**src/rtl/qam16_mixer.sv**
```systemverilog
// 16-QAM symbol mixer: Gray-maps 4-bit symbols to I/Q levels, holds each for
// SYM_LEN carrier samples and mixes them with the NCO pair into one real sample.
module qam16_mixer #(
  parameter int SYM_LEN = 64,
  parameter int OSHIFT  = 3
) (
  input  logic        clk,
  input  logic        rst_n,
  input  logic [3:0]  sym_data,
  input  logic        sym_valid,
  output logic        sym_ready,
  input  logic [15:0] carr_i,
  input  logic [15:0] carr_q,
  output logic [15:0] out_sample,
  output logic        out_valid,
  output logic        sym_start,
  output logic        underrun
);

  localparam int CW = (SYM_LEN > 1) ? $clog2(SYM_LEN) : 1;
  localparam logic [CW-1:0] CNT_LAST = CW'(SYM_LEN - 1);

  localparam logic IDLE = 1'b0;
  localparam logic RUN  = 1'b1;

  // Gray map: adjacent constellation points differ by one bit.
  function automatic logic signed [2:0] gray_lvl(input logic [1:0] b);
    case (b)
      2'b00:   gray_lvl = -3'sd3;
      2'b01:   gray_lvl = -3'sd1;
      2'b11:   gray_lvl = 3'sd1;
      default: gray_lvl = 3'sd3;
    endcase
  endfunction

  logic                state_q, state_d;
  logic [CW-1:0]       cnt_q, cnt_d;
  logic signed [2:0]   lvl_i_q, lvl_i_d;
  logic signed [2:0]   lvl_q_q, lvl_q_d;
  logic                underrun_q, underrun_d;

  logic signed [18:0]  p_i_q, p_i_d;
  logic signed [18:0]  p_q_q, p_q_d;
  logic                act1_q, act1_d;
  logic                st1_q, st1_d;

  logic [15:0]         out_q, out_d;
  logic                out_valid_q, out_valid_d;
  logic                sym_start_q, sym_start_d;

  logic signed [18:0]  diff;
  logic                accept;
  logic                last;

  assign last      = (cnt_q == CNT_LAST);
  assign sym_ready = (state_q == IDLE) || last;
  assign accept    = sym_valid && sym_ready;

  // NOTE: every signal written here gets a default first, so no path leaves
  // it unassigned and no latch is inferred.
  always_comb begin
    state_d    = state_q;
    cnt_d      = cnt_q;
    lvl_i_d    = lvl_i_q;
    lvl_q_d    = lvl_q_q;
    underrun_d = 1'b0;
    if (accept) begin
      state_d = RUN;
      cnt_d   = '0;
      lvl_i_d = gray_lvl(sym_data[3:2]);
      lvl_q_d = gray_lvl(sym_data[1:0]);
    end else if (state_q == RUN) begin
      if (last) begin
        state_d    = IDLE;
        cnt_d      = '0;
        lvl_i_d    = '0;
        lvl_q_d    = '0;
        underrun_d = 1'b1;
      end else begin
        cnt_d = cnt_q + 1'b1;
      end
    end
  end

  // Levels are zero in IDLE, so the products (and the output) fall to zero too.
  always_comb begin
    p_i_d  = lvl_i_q * $signed(carr_i);
    p_q_d  = lvl_q_q * $signed(carr_q);
    act1_d = (state_q == RUN);
    st1_d  = (state_q == RUN) && (cnt_q == '0);
  end

  // The difference fits 19 bits; OSHIFT>=3 keeps the shifted result within 16.
  always_comb begin
    diff        = p_i_q - p_q_q;
    out_d       = 16'(diff >>> OSHIFT);
    out_valid_d = act1_q;
    sym_start_d = st1_q;
  end

  // NOTE: sequential state uses non-blocking assignments so every flop samples
  // the pre-edge values regardless of statement order.
  always_ff @(posedge clk or negedge rst_n) begin
    if (!rst_n) begin
      state_q     <= IDLE;
      cnt_q       <= '0;
      lvl_i_q     <= '0;
      lvl_q_q     <= '0;
      underrun_q  <= 1'b0;
      p_i_q       <= '0;
      p_q_q       <= '0;
      act1_q      <= 1'b0;
      st1_q       <= 1'b0;
      out_q       <= '0;
      out_valid_q <= 1'b0;
      sym_start_q <= 1'b0;
    end else begin
      state_q     <= state_d;
      cnt_q       <= cnt_d;
      lvl_i_q     <= lvl_i_d;
      lvl_q_q     <= lvl_q_d;
      underrun_q  <= underrun_d;
      p_i_q       <= p_i_d;
      p_q_q       <= p_q_d;
      act1_q      <= act1_d;
      st1_q       <= st1_d;
      out_q       <= out_d;
      out_valid_q <= out_valid_d;
      sym_start_q <= sym_start_d;
    end
  end

  assign out_sample = out_q;
  assign out_valid  = out_valid_q;
  assign sym_start  = sym_start_q;
  assign underrun   = underrun_q;

endmodule

```
**config.mk**
```make
export PLATFORM = sky130hd
export DESIGN_NAME = qam16_mixer
export DESIGN_NICKNAME = d
export VERILOG_FILES = /design/src/rtl/qam16_mixer.sv
export SDC_FILE = /design/constraint.sdc
export NUM_CORES = 1
export LEC_CHECK = 0
export CORE_MARGIN = 8
export CORE_UTILIZATION = 53
export DETAILED_ROUTE_END_ITERATION = 12
export PLACE_DENSITY = 0.78
export SYNTH_ARGS = -nofsm -noshare
export SYNTH_HDL_FRONTEND = slang
export SYNTH_SLANG_ARGS = --single-unit
```
**constraint.sdc**
```tcl
create_clock -name clk -period 3.2 [get_ports clk]
set_input_delay 0.32 -clock clk [delete_from_list [all_inputs] [get_ports clk]]
set_output_delay 0.32 -clock clk [all_outputs]
set_load 0.01 [all_outputs]
```
==> results.yml <==
finish:
  n_fill_cell: 819
  area_delta_synth_final_pct: 30.1
  nets: 886
  drive_gt1_share_pct: 17.6
  utilization_pct: 69.7
  diodes: 0
clock_tree:
  numClockSinks: 71
  cts_tree: "built"
  insertion_delay_ns: 0.33
  cts-root-buf: "clkbuf_16"
  cts_made_buffers: 9
  path_clk_slew_ns: 0.06
  clk_path_buf_depth: 2
  cts_max_level: 3
power_and_ir_drop:
  seqPwrFrac_pct: 21.5
  switching_share_pct: 41.0
  power_w: 0.00709
  p_comb_share_pct: 63.4
  p_int_w: 0.00418
  power.share.clock_pct: 15.1
  p_switching_w: 0.00291
  p_per_area_nw_per_um2: 902
  peakVddDrop_uv: 546
  total_leakage_power_nw: 3.87
die:
  die-area_um2: 15100
  die_x_um: 123
  core_area_um2: 11300
  start_util_pct: 53.6
  die_height_um: 123
  io_pins: 59
  rows: 39
detailed_routing:
  num_vias: 4798
  wl_per_cell_um: 16.0
  drc: 0
  dr.pass1.iters: 4
  wl_met3_um: 587
  antenna_left: 0
  drt-total-wl_um: 14000
  drt_iter0_markers: 216
  wl_met2_um: 7320
  via_per_inst: 5.51
  top_layer_used: "met4"
  route.layer.met1.wl_um: 5810
synth:
  synth_cell_types: 49
  synth_nets: 769
  synth_edf_count: 0
  synth.area.top_cells: "dfrtp_1 29%, ha_1 18%, fa_1 11%"
  yosys-top-cells-count: "89 x ha_1, 71 x dfrtp_1, 61 x and2_1"
  synthArstFlopShare_pct: 100
  synth_flop_cell: "dfrtp_1"
  mappedNetlistArea_um2: 6040
  syn_area_per_cell_um2: 9.95
  yosys.area.top_type_share_pct: 29.4
  synth.most_common_cell: "ha_1"
  syn-instance-count: 607
  synth.yosys.seq_area_share_pct: 29.4
  yosys_warnings: 0
  synth_seq_cells: 71
  yosys.area.top_type: "dfrtp_1"
timing:
  finalHoldViolations: 0
  fmax_mhz: 314
  whs_ns: 0.0797
  rsz0062_at_grt: "true"
  tightest_slew_ns: 0.818
  period_needed_ns: 3.19
  setup_violations: 0
  setup_slack_ns: 0.0131
  drv_slew: 0
  relSlewSlack_pct: 45.5
  min_period_over_period_pct: 99.6
  clock_skew_ns: 0.00727
worst_setup_path:
  max_stage_delay_ns: 0.52
  end_kind: "flip-flop"
  path_cells: "buf_6 -> nand2_2 -> fa_1 -> inv_2 -> fa_2 -> ha_4 -> fa_2 -> a21oi_4 -> o311ai_4 -> a21o_1 -> a21o_1 -> nand4b_1 -> o311ai_1"
  r2r-start: "lvl_i_q[0]"
  cp-start-kind: "flip-flop"
  cp_data_arrival_time_ns: 3.38
  rr_worst_depth: 13
  r2r-end: "p_i_q[15]"
  critPathKind: "reg2reg"
  r2r_slack_ns: 0.01
  slowest_stage: "fa_1"
  worstPathRequired_ns: 3.39
  crit_fanout: 7
grt:
  grt_pass1_wl_um: 22500
  grt_pass1_vias: 5016
  antenna_found_initial: 0
  gr-total-overflow: 0
  track_usage_pct: 18.2
  grt_max_degree: 38
placement:
  gp_congestion: 0.812
  place_ws_ns: -0.490
  hpwl_um: 10200
  port_buffers: 58
hold_path:
  worstHoldPathType: "in2async"
job:
  maxCapViolations: 0
run_status:
  status: "completed"
-- worst max-delay path by stage --
stage | from | endpoint | slack (ns) | cells after the start
floorplan | lvl_q_q[1] | p_q_q[15] | -0.02 | 13
global placement | carr_i[0] | p_i_q[15] | -0.40 | 12
global route | lvl_i_q[0] | p_i_q[15] | -0.10 | 13
CTS | lvl_q_q[1] | p_q_q[16] | 0.0004 | 11
finish | lvl_i_q[0] | p_i_q[15] | 0.01 | 13
detailed placement | carr_i[0] | p_i_q[15] | -0.49 | 12
-- logic make-up after synthesis --
logic type	after synthesis	synth area share (%)
compound gates	117	12.7
xor+xnor	43	6.23
fa+ha+maj	123	29.7
buf+inv	59	3.67
flops	71	29.4
mux	2	0.373
simple gates	192	17.9
-- through the flow --
stage                     std cells  setup TNS [ns]  cell area, um^2
after floorplan                 607         -0.0212             6070
after global placement          845           -3.91             7160
after detailed placement        845           -5.27             7160
after CTS                       862               0             7570
after global routing            871          -0.606             7860
final                           871               0             7860
-- metal layers --
layer  vias up  global-route usage (%)
met5         -                       0
met4         0                    4.72
met3        22                    3.54
met2       105                    33.0
met1      2344                    21.4
li1       2327                       -
-- worst max-delay path: cells and delay by family (launching register included) --
| family | cells | cell delay [ns] |
|---|---|---|
| flip-flops | 1 | 0.47 |
| adder cells (fa/ha/maj) | 4 | 1.46 |
| buffers and inverters | 2 | 0.19 |
| AND/OR/NAND/NOR | 2 | 0.14 |
| AO/OA/AOI/OAI | 5 | 0.77 |
-- registers in the layout, indices dropped and copies added (netlist names) --
name / flops
st1_q: 1
out_sample: 16
act1_q: 1
lvl_i_q: 3
underrun: 1
lvl_q_q: 2
cnt_q: 6
sym_start: 1
out_valid: 1
act1_d: 1
p_i_q: 19
p_q_q: 19
-- power groups by stage --
stage / Clock, W / Combinational (W) / Sequential [W]
floorplan: 0 / 0.00276 / 0.00154
global placement: 0 / 0.00393 / 0.00152
detailed placement: 0 / 0.00408 / 0.00153
CTS: 0.00108 / 0.00422 / 0.00152
global route: 0.00112 / 0.00499 / 0.00156
finish: 0.00107 / 0.00450 / 0.00153
-- cell usage in the layout (no fill, tap or decap), types with 5 or more instances in the layout --
master           netlist  layout
a21o_1                18      18
a21oi_1               30      18
a21oi_2                0       9
and2_1                61      59
and3_1                 7       7
buf_4                  0      57
buf_6                  0       5
clkbuf_16              0       9
clkdlybuf4s50_1        0      55
dfrtp_1               71      69
fa_1                  34      29
fa_2                   0       5
ha_1                  89      78
ha_4                   0      10
inv_1                 43      42
nand2_1               29      27
nand2b_1               8       7
nand3_1               10      10
nor2_1                18      18
nor2b_1               31      30
nor3_1                11      11
o211ai_1               6       6
o21a_1                 5       5
o21ai_0               24      22
o31ai_1                6       6
xnor2_1               27      27
xor2_1                16      16
-- final cells by class --
type | instances | area (um^2) | share of cell area (%)
multi-input cells | 477 | 4330 | 55.1
flip-flops and latches | 71 | 1780 | 22.6
repair buffers | 122 | 1090 | 13.9
clock buffers | 10 | 239 | 3.04
well taps | 143 | 179 | 2.28
inverters | 43 | 161 | 2.05
clock inverters | 5 | 82.6 | 1.05
-- repair_timing --
item | 4_1_cts | 5_1_grt
setup buffers | 2 | 8
endpoints found under the hold margin | 0 | 0
pin swaps | 13 | 24
hold buffers | 0 | 0
endpoints found under the setup margin | 14 | 15
cloned | 0 | 1
gates resized for setup | 17 | 41
Power figures use the tool's default switching activity.
